## src/rtl/lcd_bus_driver.sv

```systemverilog
// ---------------------------------------------------------------------------
// lcd_bus_driver
//
// Purpose:
//   Write-only driver for an HD44780-style parallel LCD bus.
//   - A one-cycle start request latches RS and the data byte, then runs a
//     timed SETUP -> PULSE -> HOLD enable-strobe sequence.
//   - A single 8-bit down-counter times every state.
//   - done pulses for one clock when the write completes.
//
// Configuration:
//   LCD_DRV_4BIT_EN  When defined, selects 4-bit bus mode.
//                    - Each write runs two full sequences: the high nibble
//                      first, then the low nibble.
//                    - The nibble is driven on lcd_data[7:4].
//                    - lcd_data[3:0] is driven to 0.
//                    When undefined, one sequence drives the full byte.
//
// Parameters:
//   SETUP_CYC  clocks with lcd_e low and bus stable before the pulse (1..255)
//   PULSE_CYC  clocks lcd_e is held high                            (1..255)
//   HOLD_CYC   clocks lcd_e is low after the pulse before completion (1..255)
//
// Ports:
//   clk       in   single clock
//   reset     in   synchronous active-high reset
//   start     in   one-cycle write request (ignored while busy)
//   RS        in   register select for the request (0 cmd, 1 data)
//   data      in   byte to write
//   done      out  one-cycle completion pulse
//   busy      out  high while a write is in progress
//   lcd_e     out  LCD enable strobe
//   lcd_rs    out  LCD register select
//   lcd_rw    out  LCD read/write, always 0
//   lcd_data  out  LCD data bus DB7..DB0
// ---------------------------------------------------------------------------
module lcd_bus_driver #(
   parameter int unsigned SETUP_CYC = 2,
   parameter int unsigned PULSE_CYC = 12,
   parameter int unsigned HOLD_CYC  = 12
) (
   input  logic       clk,
   input  logic       reset,
   input  logic       start,
   input  logic       RS,
   input  logic [7:0] data,
   output logic       done,
   output logic       busy,
   output logic       lcd_e,
   output logic       lcd_rs,
   output logic       lcd_rw,
   output logic [7:0] lcd_data
);

   typedef enum logic [1:0] {
      IDLE  = 2'd0,
      SETUP = 2'd1,
      PULSE = 2'd2,
      HOLD  = 2'd3
   } state_t;

   // Counter reload values: a state lasts N clocks when loaded with N-1.
   localparam logic [7:0] SETUP_LD = 8'(SETUP_CYC - 1);
   localparam logic [7:0] PULSE_LD = 8'(PULSE_CYC - 1);
   localparam logic [7:0] HOLD_LD  = 8'(HOLD_CYC - 1);

   state_t     state_q, state_d;
   logic [7:0] cnt_q, cnt_d;

   logic       done_q, done_d;
   logic       busy_q, busy_d;
   logic       lcd_e_q, lcd_e_d;
   logic       lcd_rs_q, lcd_rs_d;
   logic [7:0] lcd_data_q, lcd_data_d;

   logic       cnt_zero;
   logic       last_nib;   // high when the current sequence ends the write

   assign cnt_zero = (cnt_q == 8'd0);

`ifdef LCD_DRV_4BIT_EN
   // nib_q: 0 while the high nibble is on the bus, 1 for the low nibble.
   // lo_q keeps the low nibble, because data is only sampled at acceptance.
   logic       nib_q, nib_d;
   logic [3:0] lo_q, lo_d;

   assign last_nib = nib_q;
`else
   assign last_nib = 1'b1;
`endif

   // ------------------------------------------------------------------
   // State register
   // ------------------------------------------------------------------
   always_ff @(posedge clk) begin
      if (reset) begin
         state_q <= IDLE;
         cnt_q   <= 8'd0;
      end else begin
         state_q <= state_d;
         cnt_q   <= cnt_d;
      end
   end

   // ------------------------------------------------------------------
   // Next-state and counter logic
   // ------------------------------------------------------------------
   always_comb begin
      state_d = state_q;
      cnt_d   = cnt_q;
      unique case (state_q)
         IDLE: begin
            if (start) begin
               state_d = SETUP;
               cnt_d   = SETUP_LD;
            end
         end
         SETUP: begin
            if (cnt_zero) begin
               state_d = PULSE;
               cnt_d   = PULSE_LD;
            end else begin
               cnt_d = cnt_q - 8'd1;
            end
         end
         PULSE: begin
            if (cnt_zero) begin
               state_d = HOLD;
               cnt_d   = HOLD_LD;
            end else begin
               cnt_d = cnt_q - 8'd1;
            end
         end
         HOLD: begin
            if (cnt_zero) begin
               // In 4-bit mode the first HOLD chains straight into the
               // second nibble's SETUP, so busy never drops between nibbles.
               if (last_nib) begin
                  state_d = IDLE;
                  cnt_d   = 8'd0;
               end else begin
                  state_d = SETUP;
                  cnt_d   = SETUP_LD;
               end
            end else begin
               cnt_d = cnt_q - 8'd1;
            end
         end
         default: begin
            state_d = IDLE;
            cnt_d   = 8'd0;
         end
      endcase
   end

   // ------------------------------------------------------------------
   // Output next-state logic
   //   All bus outputs are registered, so they change on the same edge
   //   as the state transition that causes them.
   // ------------------------------------------------------------------
   always_comb begin
      done_d     = 1'b0;
      busy_d     = busy_q;
      lcd_rs_d   = lcd_rs_q;
      lcd_data_d = lcd_data_q;
      lcd_e_d    = (state_d == PULSE);
`ifdef LCD_DRV_4BIT_EN
      nib_d      = nib_q;
      lo_d       = lo_q;
`endif
      unique case (state_q)
         IDLE: begin
            if (start) begin
               busy_d   = 1'b1;
               lcd_rs_d = RS;
`ifdef LCD_DRV_4BIT_EN
               lcd_data_d = {data[7:4], 4'h0};
               lo_d       = data[3:0];
               nib_d      = 1'b0;
`else
               lcd_data_d = data;
`endif
            end
         end
         HOLD: begin
            if (cnt_zero) begin
               if (last_nib) begin
                  done_d = 1'b1;
                  busy_d = 1'b0;
               end
`ifdef LCD_DRV_4BIT_EN
               else begin
                  nib_d      = 1'b1;
                  lcd_data_d = {lo_q, 4'h0};
               end
`endif
            end
         end
         default: ;
      endcase
   end

   // ------------------------------------------------------------------
   // Output registers
   // ------------------------------------------------------------------
   always_ff @(posedge clk) begin
      if (reset) begin
         done_q     <= 1'b0;
         busy_q     <= 1'b0;
         lcd_e_q    <= 1'b0;
         lcd_rs_q   <= 1'b0;
         lcd_data_q <= 8'h00;
`ifdef LCD_DRV_4BIT_EN
         nib_q      <= 1'b0;
         lo_q       <= 4'h0;
`endif
      end else begin
         done_q     <= done_d;
         busy_q     <= busy_d;
         lcd_e_q    <= lcd_e_d;
         lcd_rs_q   <= lcd_rs_d;
         lcd_data_q <= lcd_data_d;
`ifdef LCD_DRV_4BIT_EN
         nib_q      <= nib_d;
         lo_q       <= lo_d;
`endif
      end
   end

   assign done     = done_q;
   assign busy     = busy_q;
   assign lcd_e    = lcd_e_q;
   assign lcd_rs   = lcd_rs_q;
   assign lcd_rw   = 1'b0;
   assign lcd_data = lcd_data_q;

endmodule

```

## config.mk

```make
export PLATFORM = sky130hd
export DESIGN_NAME = lcd_bus_driver
export DESIGN_NICKNAME = d
export VERILOG_FILES = /design/src/rtl/lcd_bus_driver.sv
export SDC_FILE = /design/constraint.sdc
export NUM_CORES = 1
export LEC_CHECK = 0
export CAP_MARGIN = 25
export CORE_MARGIN = 4
export CORE_UTILIZATION = 45
export CTS_CLUSTER_DIAMETER = 200
export DETAILED_ROUTE_END_ITERATION = 8
export PLACE_DENSITY_LB_ADDON = 0.2
export SETUP_SLACK_MARGIN = 0.05
export SYNTH_ARGS = -nofsm -noshare
export SYNTH_HDL_FRONTEND = slang
export SYNTH_SLANG_ARGS = --single-unit
```

## constraint.sdc

```tcl
create_clock -name clk -period 1.85 [get_ports clk]
set_input_delay 0.2775 -clock clk [delete_from_list [all_inputs] [get_ports clk]]
set_output_delay 0.2775 -clock clk [all_outputs]
set_load 0.01 [all_outputs]
```

==> run metrics <==
initial core utilization 0.488; via count 1010; register clock-pin slew on the reported worst setup and hold paths 0.13 ns; Cells after DPL 179; RD Place Congestion 0.867; Worst Setup SP state_q[0]; vias in the first global route 971; Leak Pwr 0.554 nW; Setup Slack @ Placement 0.0365 ns; RSZ-0062 raised after global routing true; worst clock skew 0.00198 ns; drt first pass iters 4; Logic pwr share 0.520; CTS buffer count 3; cts hold-fix bufs 0; total track usage 0.157; Post-Layout Cell Count 184; CP Data Required Time 2.11 ns; Diodes inserted 0; status finished, final reports clean; crit path DAT 1.93 ns; Mapped Nets 150; vias per inst 5.49; startpoint types flip-flop; Detailed Route WL 2530 µm; Avg WL per Cell 13.8 µm; initial DRC count 25; Final Max Tran Viols 0; sequential share of the synthesized area 0.393; Max Clk Rate 598 MHz; Root Driver clkbuf_4; hold_sp lcd_data[2]; DRT antenna net count 0; Seq cells post-synth 22; WS Path Type flip-flop to flip-flop; H-tree levels 1; antenna violations before repair 0; first-pass GRT wire length 4220 µm; Synth cell types 37; syn_area_per_cell 8.56 µm²; crit end category flip-flop; residual DRC count 0; Post-DP HPWL 1910 µm; Sw Ratio 0.400; peak supply drop 1.05 mV; number of max-cap violations 0; Die Wd 57.9 µm; Final min period 1.67 ns; setup_tns 0 ns; Row Count 17; top-level I/O count 25; layout cell share with drive strength beyond 1 0.115; Pint 1.37 mW; crit path max fanout 7; Clock power frac 0.167; min setup slack post-route 0.177 ns; crit share post-route 0.904; Layout area overhead 29.0%; final net count 176; Synth Cell Area 1120 µm²; final setup fails 0; CTS tree done; reg2reg start state_q[0]; min-delay worst type flip-flop to flip-flop; Die ar. 3350 µm²; Clock Latency Late Sink 0.32 ns; CTS Sinks 22; Cells after Synth 131; final hold violations 0; Synthesis Warnings 0; GR Overflow Total 0; largest net degree at the start of global routing 14; port bufs 23; Switch Pwr 0.912 mW; most common cell after layout, fill and taps aside nand2_1; Pwr Density 1580 nW/µm²; worst-case clock buffer depth 2; die height 57.9 µm; sequential share of power 0.313; most frequent cells in the layout nand2_1 (24), clkdlybuf4s50_1 (23), dfxtp_1 (21), a21oi_1 (17), o21ai_0 (8); Core ar. 2300 µm²
metal layers:
metal	track usage	part of all wire	up-vias	routed length [µm]
met5	0	0	-	0
met1	0.196	0.44	475	1100
li1	-	-	504	-
met4	0.0397	0.011	0	27
met3	0.0356	0.056	5	143
met2	0.271	0.50	26	1260
Yosys cell counts, drive strengths merged:
cell type | instances | area (µm²)
nand2 | 25 | 96.4
dfxtp | 22 | 440
a21oi | 18 | 93.8
o21ai | 8 | 40.0
ha | 7 | 87.6
inv | 7 | 26.3
nor2 | 5 | 18.8
a31oi | 3 | 18.8
and2 | 3 | 21.3
buf | 3 | 22.5
nand2b | 3 | 18.8
nor4 | 3 | 18.8
a211oi | 2 | 20.0
clkbuf | 2 | 7.51
nor3 | 2 | 15.0
o21bai | 2 | 15.0
o31ai | 2 | 15.0
or3 | 2 | 12.5
a2111oi | 1 | 27.5
a211o | 1 | 8.76
and3 | 1 | 6.26
conb | 1 | 3.75
mux2i | 1 | 10.0
nand3b | 1 | 7.51
nor2b | 1 | 6.26
nor3b | 1 | 7.51
nor4b | 1 | 23.8
o311ai | 1 | 8.76
o31a | 1 | 8.76
or4b | 1 | 13.8
final timing paths:
check	to	slack, ns	depth (start not counted)
worst max-delay path	cnt_q[6]	0.18	6
worst min-delay path	lcd_data[2]	0.46	2
worst max register to register	cnt_q[6]	0.18	6
worst min register to register	lcd_data[2]	0.46	2
state kept, by name, summed over array words and instances, names as in the netlist:
name,cells
lcd_rs,1
done,1
cnt_q,8
lcd_e,1
busy,1
state_q,2
lcd_data,8
final cells by class:
type,count,area [µm²]
well taps,28,35.0
flip-flops and latches,22,442
inverters,7,26.3
clock inverters,1,30.0
fillers,205,851
multi-input cells,97,638
clock buffers,3,22.5
repair buffers,26,253
through the flow:
stage	hold slack (ns)	total power [mW]	instance area, µm²	util
floorplan	0.413	1.53	1120	-
global placement	0.442	1.78	1370	0.597
detailed placement	0.446	1.82	1370	0.597
CTS	0.464	2.20	1420	0.620
global route	0.474	2.45	1450	0.630
finish	0.464	2.28	1450	0.630
worst max-delay path, stage by stage, from the launching register on:
cell	delay, ns
dfxtp_1	0.38
inv_1	0.10
ha_2	0.36
o21bai_2	0.12
a211oi_4	0.34
o21ai_0	0.14
a31oi_1	0.17
power groups by stage:
stage / clock network, mW / logic (mW) / registers, mW
after floorplan: 0 / 0.808 / 0.717
after global placement: 0 / 1.07 / 0.715
after detailed placement: 0 / 1.10 / 0.724
after CTS: 0.381 / 1.11 / 0.712
after global routing: 0.406 / 1.32 / 0.731
final: 0.380 / 1.19 / 0.713
kinds of logic (layout without fill, tap and decap cells):
group	after synthesis	after routing	synth area share
AND/OR/NAND/NOR	49	49	0.238
AO/OA/AOI/OAI	39	39	0.229
flip-flops	22	22	0.393
buffers and inverters	12	37	0.0502
adder cells (fa/ha/maj)	7	7	0.0781
other	1	1	0.00335
multiplexers	1	1	0.00893
timing repair:
action	in CTS	in global routing
setup endpoints to repair	1	4
pin swaps	1	1
resized for setup	0	4
buffers inserted	0	1
No activity file was read; power rests on OpenSTA's default activity.
